### src/rtl/wide_add_sequencer.sv
// Byte-serial wide adder: one shared 8-bit slice walks the operands LSB byte first.
// Optional macro SUB_EN adds a 'sub' input for two's-complement A-B.
module wide_add_sequencer #(
   parameter int unsigned WIDTH = 32
) (
   input  logic             clk,
   input  logic             rst,
   input  logic             start,
   input  logic [WIDTH-1:0] a,
   input  logic [WIDTH-1:0] b,
`ifdef SUB_EN
   input  logic             sub,
`endif
   output logic             busy,
   output logic             done,
   output logic [WIDTH-1:0] result,
   output logic             carry_out,
   output logic             overflow
);

   localparam int unsigned NB   = WIDTH / 8;
   localparam int unsigned IdxW = (NB > 1) ? $clog2(NB) : 1;
   localparam logic [IdxW-1:0] LastIdx = IdxW'(NB - 1);

   typedef enum logic [1:0] {StIdle, StAdd, StDone} state_e;

   state_e            state_q, state_d;
   logic [IdxW-1:0]   idx_q;
   logic              carry_q;
   logic [WIDTH-1:0]  a_q, b_q;
   logic [WIDTH-1:0]  result_q;
   logic              carry_out_q, overflow_q;
`ifdef SUB_EN
   logic              sub_q;
`endif

   logic              accept, last;
   logic [7:0]        a_byte, b_byte, lo, sum_byte;
   logic [1:0]        hi;

   always_ff @(posedge clk) begin
      if (rst) state_q <= StIdle;
      else     state_q <= state_d;
   end

   always_comb begin
      state_d = state_q;
      accept  = 1'b0;
      last    = (idx_q == LastIdx);
      unique case (state_q)
         StIdle: begin
            if (start) begin
               accept  = 1'b1;
               state_d = StAdd;
            end
         end
         StAdd:   if (last) state_d = StDone;
         StDone:  state_d = StIdle;
         default: state_d = StIdle;
      endcase
   end

   // Split at bit 7 so the carry into the MSB is available for signed overflow.
   always_comb begin
      a_byte = a_q[8*idx_q +: 8];
      b_byte = b_q[8*idx_q +: 8];
`ifdef SUB_EN
      if (sub_q) b_byte = ~b_byte;
`endif
      lo       = {1'b0, a_byte[6:0]} + {1'b0, b_byte[6:0]} + {7'd0, carry_q};
      hi       = {1'b0, a_byte[7]} + {1'b0, b_byte[7]} + {1'b0, lo[7]};
      sum_byte = {hi[0], lo[6:0]};
   end

   always_ff @(posedge clk) begin
      if (rst) begin
         idx_q       <= '0;
         carry_q     <= 1'b0;
         a_q         <= '0;
         b_q         <= '0;
         result_q    <= '0;
         carry_out_q <= 1'b0;
         overflow_q  <= 1'b0;
`ifdef SUB_EN
         sub_q       <= 1'b0;
`endif
      end else if (accept) begin
         a_q   <= a;
         b_q   <= b;
         idx_q <= '0;
`ifdef SUB_EN
         sub_q   <= sub;
         carry_q <= sub;
`else
         carry_q <= 1'b0;
`endif
      end else if (state_q == StAdd) begin
         result_q[8*idx_q +: 8] <= sum_byte;
         carry_q                <= hi[1];
         if (last) begin
            idx_q       <= '0;
            carry_out_q <= hi[1];
            overflow_q  <= lo[7] ^ hi[1];
         end else begin
            idx_q <= idx_q + 1'b1;
         end
      end
   end

   assign busy      = (state_q != StIdle);
   assign done      = (state_q == StDone);
   assign result    = result_q;
   assign carry_out = carry_out_q;
   assign overflow  = overflow_q;

endmodule
### config.mk
export PLATFORM = sky130hd
export DESIGN_NAME = wide_add_sequencer
export DESIGN_NICKNAME = d
export VERILOG_FILES = /design/src/rtl/wide_add_sequencer.sv
export SDC_FILE = /design/constraint.sdc
export NUM_CORES = 1
export LEC_CHECK = 0
export ABC_AREA = 1
export BUFFER_PORTS_ARGS = -buffer_cell sky130_fd_sc_hd__buf_4
export CAP_MARGIN = 25
export CELL_PAD_IN_SITES_DETAIL_PLACEMENT = 2
export CELL_PAD_IN_SITES_GLOBAL_PLACEMENT = 2
export CORE_MARGIN = 5
export CORE_UTILIZATION = 33
export CTS_BUF_LIST = sky130_fd_sc_hd__clkbuf_4 sky130_fd_sc_hd__clkbuf_8
export DETAILED_ROUTE_END_ITERATION = 7
export PLACE_DENSITY = 0.95
export SYNTH_ARGS = -nofsm -noshare
export SYNTH_HDL_FRONTEND = slang
export SYNTH_SLANG_ARGS = --single-unit
### constraint.sdc
create_clock -name clk -period 5.2 [get_ports clk]
set_input_delay 0 -clock clk [delete_from_list [all_inputs] [get_ports clk]]
set_output_delay 0 -clock clk [all_outputs]
set_load 0.02 [all_outputs]
==> impl_metrics.env, run 1 <==
export IMPL_status="completed"
export IMPL_route_vias_total=5055
export IMPL_arrival_ns=4.46
export IMPL_power_mw=1.78
export IMPL_worst_slew_pin_slew_ns=0.917
export IMPL_fp_dieW_um=128
export IMPL_holdPathStages=2
export IMPL_ant_nets=0
export IMPL_vias_per_cell=5.27
export IMPL_timing_setup_tns_ns=0
export IMPL_path_class="flip-flop to flip-flop"
export IMPL_cts_buffer_depth=2
export IMPL_post_synth_top_area_cell="dfxtp_1"
export IMPL_use_met3=0.0458
export IMPL_synthAdderAreaFrac=0.0459
export IMPL_globalplace_congestion=0.845
export IMPL_syn_to_final_growth_pct=36.6
export IMPL_post_cts_resized=0
export IMPL_cts_sinks=103
export IMPL_drtPass1Iterations=5
export IMPL_period_share=0.797
export IMPL_synth_top_area_frac=0.450
export IMPL_synth_edf_count=0
export IMPL_synth_mux_area_frac=0
export IMPL_start_kind="flip-flop"
export IMPL_htreeDepth=3
export IMPL_port_buffer_count=102
export IMPL_synthArstFlopShare=0
export IMPL_pin_count=103
export IMPL_start_util=0.333
export IMPL_drt_total_wl_um=20300
export IMPL_grt_antenna_before_repair=0
export IMPL_cp_max_fo=45
export IMPL_synth_seq_cells=103
export IMPL_maxSlewViolCount=0
export IMPL_min_period_ns=4.14
export IMPL_hold_viol=0
export IMPL_insertion_delay_ns=0.39
export IMPL_yosys_warnings=0
export IMPL_cts_tree="built"
export IMPL_grt_use_met1=0.266
export IMPL_numCtsBuffers=9
export IMPL_hold_buffers=63
export IMPL_grt_busiest_layer="met2"
export IMPL_syn_area_um2=4580
export IMPL_nets=856
export IMPL_timing_max_cap_violations=0
export IMPL_hpwl_um=12300
export IMPL_fmax_ghz=0.241
export IMPL_wire_per_inst_um=21.1
export IMPL_drtIter0Drc=274
export IMPL_rows=43
export IMPL_syn_inst=631
export IMPL_ys_flop_type="dfxtp_1"
export IMPL_reg2reg_depth=15
export IMPL_synth_nets=713
export IMPL_die_h_um=128
export IMPL_vdd_drop_max_v=0.000140
export IMPL_end_kind="flip-flop"
export IMPL_slew_limit_headroom=0.389
export IMPL_grt_setup_unrepaired="false"
export IMPL_drc=0
export IMPL_grt_usage=0.246
export IMPL_synth_compound_area_frac=0.178
export IMPL_postSynthAreaPerCell_um2=7.26
export IMPL_path_clk_slew_ns=0.10
export IMPL_synthTopCellsByArea="dfxtp_1, nor2_1, o21ai_0"
export IMPL_yosysSeqAreaShare=0.450
export IMPL_core_area_um2=13800
export IMPL_cts_setup_buffers=0
export IMPL_gr_total_overflow=0
export IMPL_skew_ns=0.0158
export IMPL_fp_dieArea_um2=16300
export IMPL_cp_data_required_time_ns=5.52
export IMPL_n_antenna_cell=0
export IMPL_yosysUniqueCellTypes=33
export IMPL_synth_top_family_by_area="simple AND/OR/NAND/NOR gates"
export IMPL_grt_pass1_vias=5726
export IMPL_yosys_area_share_simple=0.260
export IMPL_grtUsageMet2=0.458
export IMPL_leakage_nw=2.69
export IMPL_root_buffer="clkbuf_8"
export IMPL_grt_pass1_wl_um=31200
export IMPL_hp_class="input port to flip-flop"
export IMPL_grt_start_max_net_pins=67
export IMPL_synth_xor_area_frac=0.00382
export IMPL_powerDensity_nw_per_um2=284
export IMPL_drive_gt1_frac=0.173
export IMPL_setup_violations=0
[registers in the layout (all words and copies together), names as in the netlist]
| name | count |
|---|---|
| b_q | 32 |
| state_q | 2 |
| a_q | 32 |
| carry_out | 1 |
| result | 32 |
| carry_q | 1 |
| overflow | 1 |
| idx_q | 2 |
[cell usage in the layout, fill, tap and decap left out, types with 5 or more instances in the layout]
| master | instances |
|---|---|
| ha_1 | 12 |
| inv_1 | 26 |
| a22oi_1 | 5 |
| o21ai_0 | 81 |
| dfxtp_1 | 103 |
| o22ai_1 | 12 |
| dlygate4sd3_1 | 64 |
| a21oi_1 | 35 |
| inv_2 | 5 |
| clkbuf_8 | 9 |
| buf_4 | 105 |
| o21ai_1 | 9 |
| nand2_1 | 89 |
| nand3_1 | 16 |
| nand4_1 | 6 |
| nor2_1 | 169 |
[critical path, cell delays in order, from the launching register on]
cell	delay, ns
dfxtp_1	0.33
buf_4	0.41
inv_1	0.41
buf_4	0.35
o21ai_0	0.34
o22ai_1	0.20
fa_1	0.47
nand3_1	0.12
nand3_1	0.16
nand3_1	0.13
nand2_1	0.08
inv_1	0.11
fa_1	0.46
nor3_1	0.28
a22oi_1	0.11
nor2_1	0.12
[area by class of cell]
type / instances / area (µm²)
fillers: 1590 / 7510
multi-input cells: 459 / 2230
flip-flops and latches: 103 / 2060
repair buffers: 170 / 1450
well taps: 180 / 225
clock buffers: 11 / 139
inverters: 31 / 116
clock inverters: 5 / 35.0
[metal layers]
layer	vias to the layer above	routed length [µm]
li1	2339	-
met1	2496	7790
met2	160	10700
met3	60	907
met4	0	831
met5	-	0
[power by group]
part | switching (mW) | internal [mW]
sequential | 0.0397 | 0.838
combinational | 0.252 | 0.160
clock | 0.303 | 0.186
total | 0.594 | 1.18
[final timing paths]
path                 to       start  slack (ns)
max          result[15]    idx_q[0]        1.06
min           result[9]         rst        0.02
max reg2reg  result[15]    idx_q[0]        1.06
min reg2reg  result[30]  result[30]        0.48
[metrics by stage]
step / hold slack (ns) / instance area [µm²] / setup WS [ns] / std cells / utilization
after floorplan: 0.148 / 4580 / 2.37 / 631 / -
after global placement: 0.247 / 5430 / 1.78 / 878 / 0.394
after detailed placement: 0.256 / 5430 / 1.50 / 878 / 0.394
after CTS: 0.00423 / 6230 / 1.45 / 957 / 0.452
after global routing: 0.0247 / 6260 / 0.814 / 959 / 0.455
final: 0.0155 / 6260 / 1.06 / 959 / 0.455
[cell usage after synthesis, drive strengths merged (2+ instances only)]
cell type / number
nor2: 174
dfxtp: 103
nand2: 91
o21ai: 90
a21oi: 35
inv: 31
clkbuf: 21
buf: 17
nand3: 16
ha: 12
o22ai: 12
nand4: 6
a22oi: 5
a32oi: 4
fa: 3
a32o: 2
nor3: 2
o21a: 2
[kinds of logic after synthesis]
group / after synthesis
AOI/OAI and AO/OA: 151
xor gates and xnor gates: 2
adders and majority gates: 15
buffers and inverters: 69
DFF: 103
and+or+nand+nor: 291
Note: power is estimated with default switching activity, not from simulation.
==> inputs of run 2 (changes only) <==
- CORE_UTILIZATION: 33 -> 31
- PLACE_DENSITY: 0.95 -> 0.9
- clock period: 5.2 -> 4.25 ns (I/O delays scaled with it)
==> impl_metrics.env, run 2 (synthesized netlist as in run 1, its figures left out) <==
export IMPL_hpwl_um=12200
export IMPL_drc=0
export IMPL_drtIter0Drc=251
export IMPL_fmax_ghz=0.276
export IMPL_min_from="start"
export IMPL_period_share=0.853
export IMPL_drt_total_wl_um=19000
export IMPL_grt_setup_unrepaired="false"
export IMPL_core_area_um2=14500
export IMPL_regArea_um2=2060
export IMPL_startpoint="idx_q[1]"
export IMPL_multi_input_area_um2=2230
export IMPL_status="completed"
export IMPL_n_antenna_cell=0
export IMPL_r2r_slack_ns=0.63
export IMPL_cp_data_required_time_ns=4.58
export IMPL_grt_start_max_net_pins=67
export IMPL_slew_limit_headroom=0.415
export IMPL_timing_max_cap_violations=0
export IMPL_powerDensity_nw_per_um2=348
export IMPL_path_clk_slew_ns=0.10
export IMPL_fp_dieArea_um2=17300
export IMPL_p_sw_mw=0.688
export IMPL_finalWorstSetupSlack_ns=0.627
export IMPL_htreeDepth=3
export IMPL_cp_max_fo=23
export IMPL_p_clk_frac=0.287
export IMPL_arrival_ns=3.96
export IMPL_vdd_drop_max_v=0.000193
export IMPL_layout_commonest_cell="nor2_1"
export IMPL_ant_nets=0
export IMPL_dpl_cell_count=882
export IMPL_worst_slew_pin_slew_ns=0.877
export IMPL_p_int_mw=1.50
export IMPL_grt_pass1_wl_um=30100
export IMPL_leakage_nw=2.71
export IMPL_skew_ns=0.0104
export IMPL_min_period_ns=3.62
export IMPL_combPwrFrac=0.226
export IMPL_maxSlewViolCount=0
export IMPL_final_cell_mix="nor2_1, buf_4, dfxtp_1, nand2_1, o21ai_0"
export IMPL_vias_per_cell=5.10
export IMPL_whs_ns=0.274
export IMPL_pin_count=103
export IMPL_die_h_um=132
export IMPL_cts_tree="built"
export IMPL_insertion_delay_ns=0.39
export IMPL_grt_pass1_vias=5650
export IMPL_numCtsBuffers=9
export IMPL_final_cells=964
export IMPL_r2r_start="idx_q[1]"
export IMPL_p_sw_frac=0.314
export IMPL_post_cts_resized=0
export IMPL_grt_usage=0.214
export IMPL_fp_dieW_um=132
export IMPL_rows=44
export IMPL_wire_per_inst_um=19.7
export IMPL_gr_total_overflow=0
export IMPL_route_vias_total=4920
export IMPL_timing_setup_tns_ns=0
export IMPL_sequentialPowerShare=0.487
export IMPL_hp_class="input port to flip-flop"
export IMPL_root_buffer="clkbuf_8"
export IMPL_start_util=0.315
export IMPL_grt_antenna_before_repair=0
export IMPL_drtPass1Iterations=4
export IMPL_hold_viol=0
export IMPL_cts_sinks=103
export IMPL_end_kind="flip-flop"
export IMPL_cts_buffer_depth=2
export IMPL_fill_cells=1650
export IMPL_globalplace_congestion=0.838
export IMPL_path_class="flip-flop to flip-flop"
export IMPL_syn_to_final_growth_pct=37.5
export IMPL_drive_gt1_frac=0.173
export IMPL_setup_violations=0
export IMPL_port_buffer_count=102
export IMPL_nets=857
export IMPL_preCtsSetupSlack_ns=0.780
export IMPL_start_kind="flip-flop"
-- run 2: cell count changes in the layout (fill, tap and decap cells not counted) --
cell / previous run / this run
clkbuf_4: 2 / 1
clkbuf_8: 9 / 13
clkinv_2: 2 / 1
clkinv_4: 2 / 0
dlygate4sd3_1: 64 / 65
-- run 2: worst max-delay path, stage by stage (launching register included) --
cell and delay, ns:
dfxtp_1 0.50, inv_1 0.60, o21ai_0 0.22, o22ai_1 0.23, ha_1 0.36, a21oi_1 0.31, o21a_1 0.16, nand2_1 0.07
inv_1 0.11, fa_1 0.45, nor3_1 0.30, a22oi_1 0.13, nor2_1 0.12
-- run 2: final cells by class --
type                       instances  area share
multi-input combinational        459       0.355
timing repair buffer             171       0.232
clock buffer                      14      0.0296
clock inverter                     2     0.00199
tap                              184      0.0365
sequential                       103       0.327
inverter                          31      0.0185
-- run 2: path summary, 6_finish.rpt --
| path | to | cells after the start |
|---|---|---|
| setup / recovery | result[15] | 12 |
| hold / removal | state_q[0] | 4 |
| setup reg to reg | result[15] | 12 |
| hold reg to reg | result[0] | 2 |
-- run 2: power by group through the flow --
stage / sequential (mW) / combinational [mW] / clock [mW]
after floorplan: 1.08 / 0.265 / 0
after global placement: 1.08 / 0.403 / 0
after detailed placement: 1.09 / 0.426 / 0
after CTS: 1.07 / 0.478 / 0.638
after global routing: 1.07 / 0.546 / 0.685
final: 1.07 / 0.495 / 0.630
-- run 2: what timing repair did --
| action | 4_1_cts | 5_1_grt |
|---|---|---|
| endpoints found under the setup margin | 0 | 0 |
| hold endpoints to repair | 66 | 0 |
| buffers inserted | 0 | 0 |
| hold buffers | 65 | 0 |
-- run 2: layer usage --
| metal | global-route usage | wire, µm |
|---|---|---|
| met1 | 0.246 | 7610 |
| met2 | 0.396 | 10100 |
| met3 | 0.0485 | 793 |
| met4 | 0.0623 | 486 |
| met5 | 0 | 0 |
-- run 2: metrics by stage --
stage          total power, mW  area (µm²)  utilization
6_report                  2.19        6300        0.434
5_1_grt                   2.30        6300        0.434
4_1_cts                   2.18        6280        0.432
3_5_place_dp              1.51        5430        0.374
3_3_place_gp              1.49        5430        0.374
2_1_floorplan             1.34        4580            -
==> inputs of run 3 (changes only) <==
- CORE_ASPECT_RATIO: unset -> 1.75
==> impl_metrics.env, run 3 (synthesized netlist as in run 1, its figures left out) <==
export IMPL_root_buffer="clkbuf_8"
export IMPL_grt_antenna_before_repair=0
export IMPL_period_share=0.879
export IMPL_start_util=0.317
export IMPL_arrival_ns=4.07
export IMPL_hpwl_um=12900
export IMPL_drt_total_wl_um=21900
export IMPL_worst_slew_pin_slew_ns=0.917
export IMPL_grt_start_max_net_pins=67
export IMPL_grt_pass1_vias=5800
export IMPL_cp_max_fo=23
export IMPL_preCtsSetupSlack_ns=0.778
export IMPL_placed_cell_area_um2=5430
export IMPL_start_kind="flip-flop"
export IMPL_holdPathStages=3
export IMPL_vias_per_cell=5.24
export IMPL_fmax_ghz=0.268
export IMPL_drtIter0Drc=249
export IMPL_n_antenna_cell=0
export IMPL_syn_to_final_growth_pct=37.8
export IMPL_fin_area_um2=6310
export IMPL_grt_pass1_wl_um=32400
export IMPL_die_h_um=171
export IMPL_reg2reg_depth=12
export IMPL_crit_path_end="result[15]"
export IMPL_port_buffer_count=102
export IMPL_rows=58
export IMPL_hold_viol=0
export IMPL_drc=0
export IMPL_drtPass1Iterations=4
export IMPL_timing_setup_tns_ns=0
export IMPL_min_from="start"
export IMPL_min_period_ns=3.73
export IMPL_wire_per_inst_um=22.8
export IMPL_insertion_delay_ns=0.40
export IMPL_ant_nets=0
export IMPL_route_vias_total=5032
export IMPL_nets=857
export IMPL_cts_sinks=103
export IMPL_core_area_um2=14400
export IMPL_globalplace_congestion=0.943
export IMPL_status="completed"
export IMPL_cp_data_required_time_ns=4.58
export IMPL_path_clk_slew_ns=0.11
export IMPL_end_kind="flip-flop"
export IMPL_htreeDepth=3
export IMPL_cts_tree="built"
export IMPL_skew_ns=0.0261
export IMPL_path_class="flip-flop to flip-flop"
export IMPL_grt_setup_unrepaired="false"
export IMPL_r2r_end="result[15]"
export IMPL_maxSlewViolCount=0
export IMPL_vdd_drop_max_v=0.000130
export IMPL_grt_usage=0.246
export IMPL_cts_buffer_depth=2
export IMPL_final_cell_mix="nor2_1, buf_4, dfxtp_1, nand2_1, o21ai_0"
export IMPL_timing_max_cap_violations=0
export IMPL_r2r_slack_ns=0.52
export IMPL_drive_gt1_frac=0.176
export IMPL_leakage_nw=2.72
export IMPL_hp_class="input port to flip-flop"
export IMPL_startpoint="idx_q[1]"
export IMPL_setup_violations=0
export IMPL_finalWorstSetupSlack_ns=0.515
export IMPL_r2r_start="idx_q[1]"
export IMPL_powerDensity_nw_per_um2=362
export IMPL_fill_cells=1650
export IMPL_slew_limit_headroom=0.388
export IMPL_gr_total_overflow=0
export IMPL_fp_dieArea_um2=17400
export IMPL_cts_setup_buffers=0
export IMPL_fp_dieW_um=102
export IMPL_numCtsBuffers=9
export IMPL_layout_commonest_cell="nor2_1"
export IMPL_pin_count=103
[run 3: layout make-up]
type | count | area (µm²) | share of cell area
clock buffer | 11 | 139 | 0.0220
clock inverter | 5 | 66.3 | 0.0105
inverter | 31 | 116 | 0.0184
multi-input combinational | 459 | 2240 | 0.354
sequential | 103 | 2060 | 0.327
tap | 180 | 225 | 0.0357
timing repair buffer | 171 | 1470 | 0.233
[run 3: power breakdown]
group          internal, mW  switching [mW]  total, mW
clock                 0.294           0.391      0.685
sequential             1.02          0.0512       1.08
combinational         0.200           0.322      0.522
[run 3: worst min-delay path by stage]
stage	to	slack, ns
after global placement	a_q[7]	0.24
after CTS	b_q[10]	0.009
final	state_q[0]	0.004
after floorplan	a_q[4]	0.15
after detailed placement	a_q[5]	0.25
after global routing	state_q[0]	0.03
[run 3: routing by layer]
| metal | track usage | part of all wire | vias up |
|---|---|---|---|
| li1 | - | - | 2355 |
| met1 | 0.246 | 0.36 | 2467 |
| met2 | 0.470 | 0.57 | 150 |
| met3 | 0.0412 | 0.038 | 60 |
| met4 | 0.129 | 0.041 | 0 |
| met5 | 0 | 0 | - |
[run 3: critical path, stage by stage (launching register included)]
cell	delay (ns)
dfxtp_1	0.74
inv_1	0.52
o21ai_0	0.26
o22ai_1	0.14
ha_1	0.40
a21oi_1	0.28
o21a_1	0.16
nand2_1	0.07
inv_1	0.10
fa_1	0.46
nor3_1	0.30
a22oi_1	0.13
nor2_1	0.11
[run 3: what timing repair did]
action	4_1_cts	5_1_grt
hold buffers	63	1
resized for setup	0	0
endpoints found under the hold margin	63	1
[run 3: metrics by stage]
stage	util	instances	hold slack (ns)	power [mW]
after floorplan	-	631	0.148	1.34
after global placement	0.376	878	0.237	1.49
after detailed placement	0.376	878	0.246	1.52
after CTS	0.434	957	0.00909	2.21
after global routing	0.437	960	0.0328	2.36
final	0.437	960	0.00425	2.28
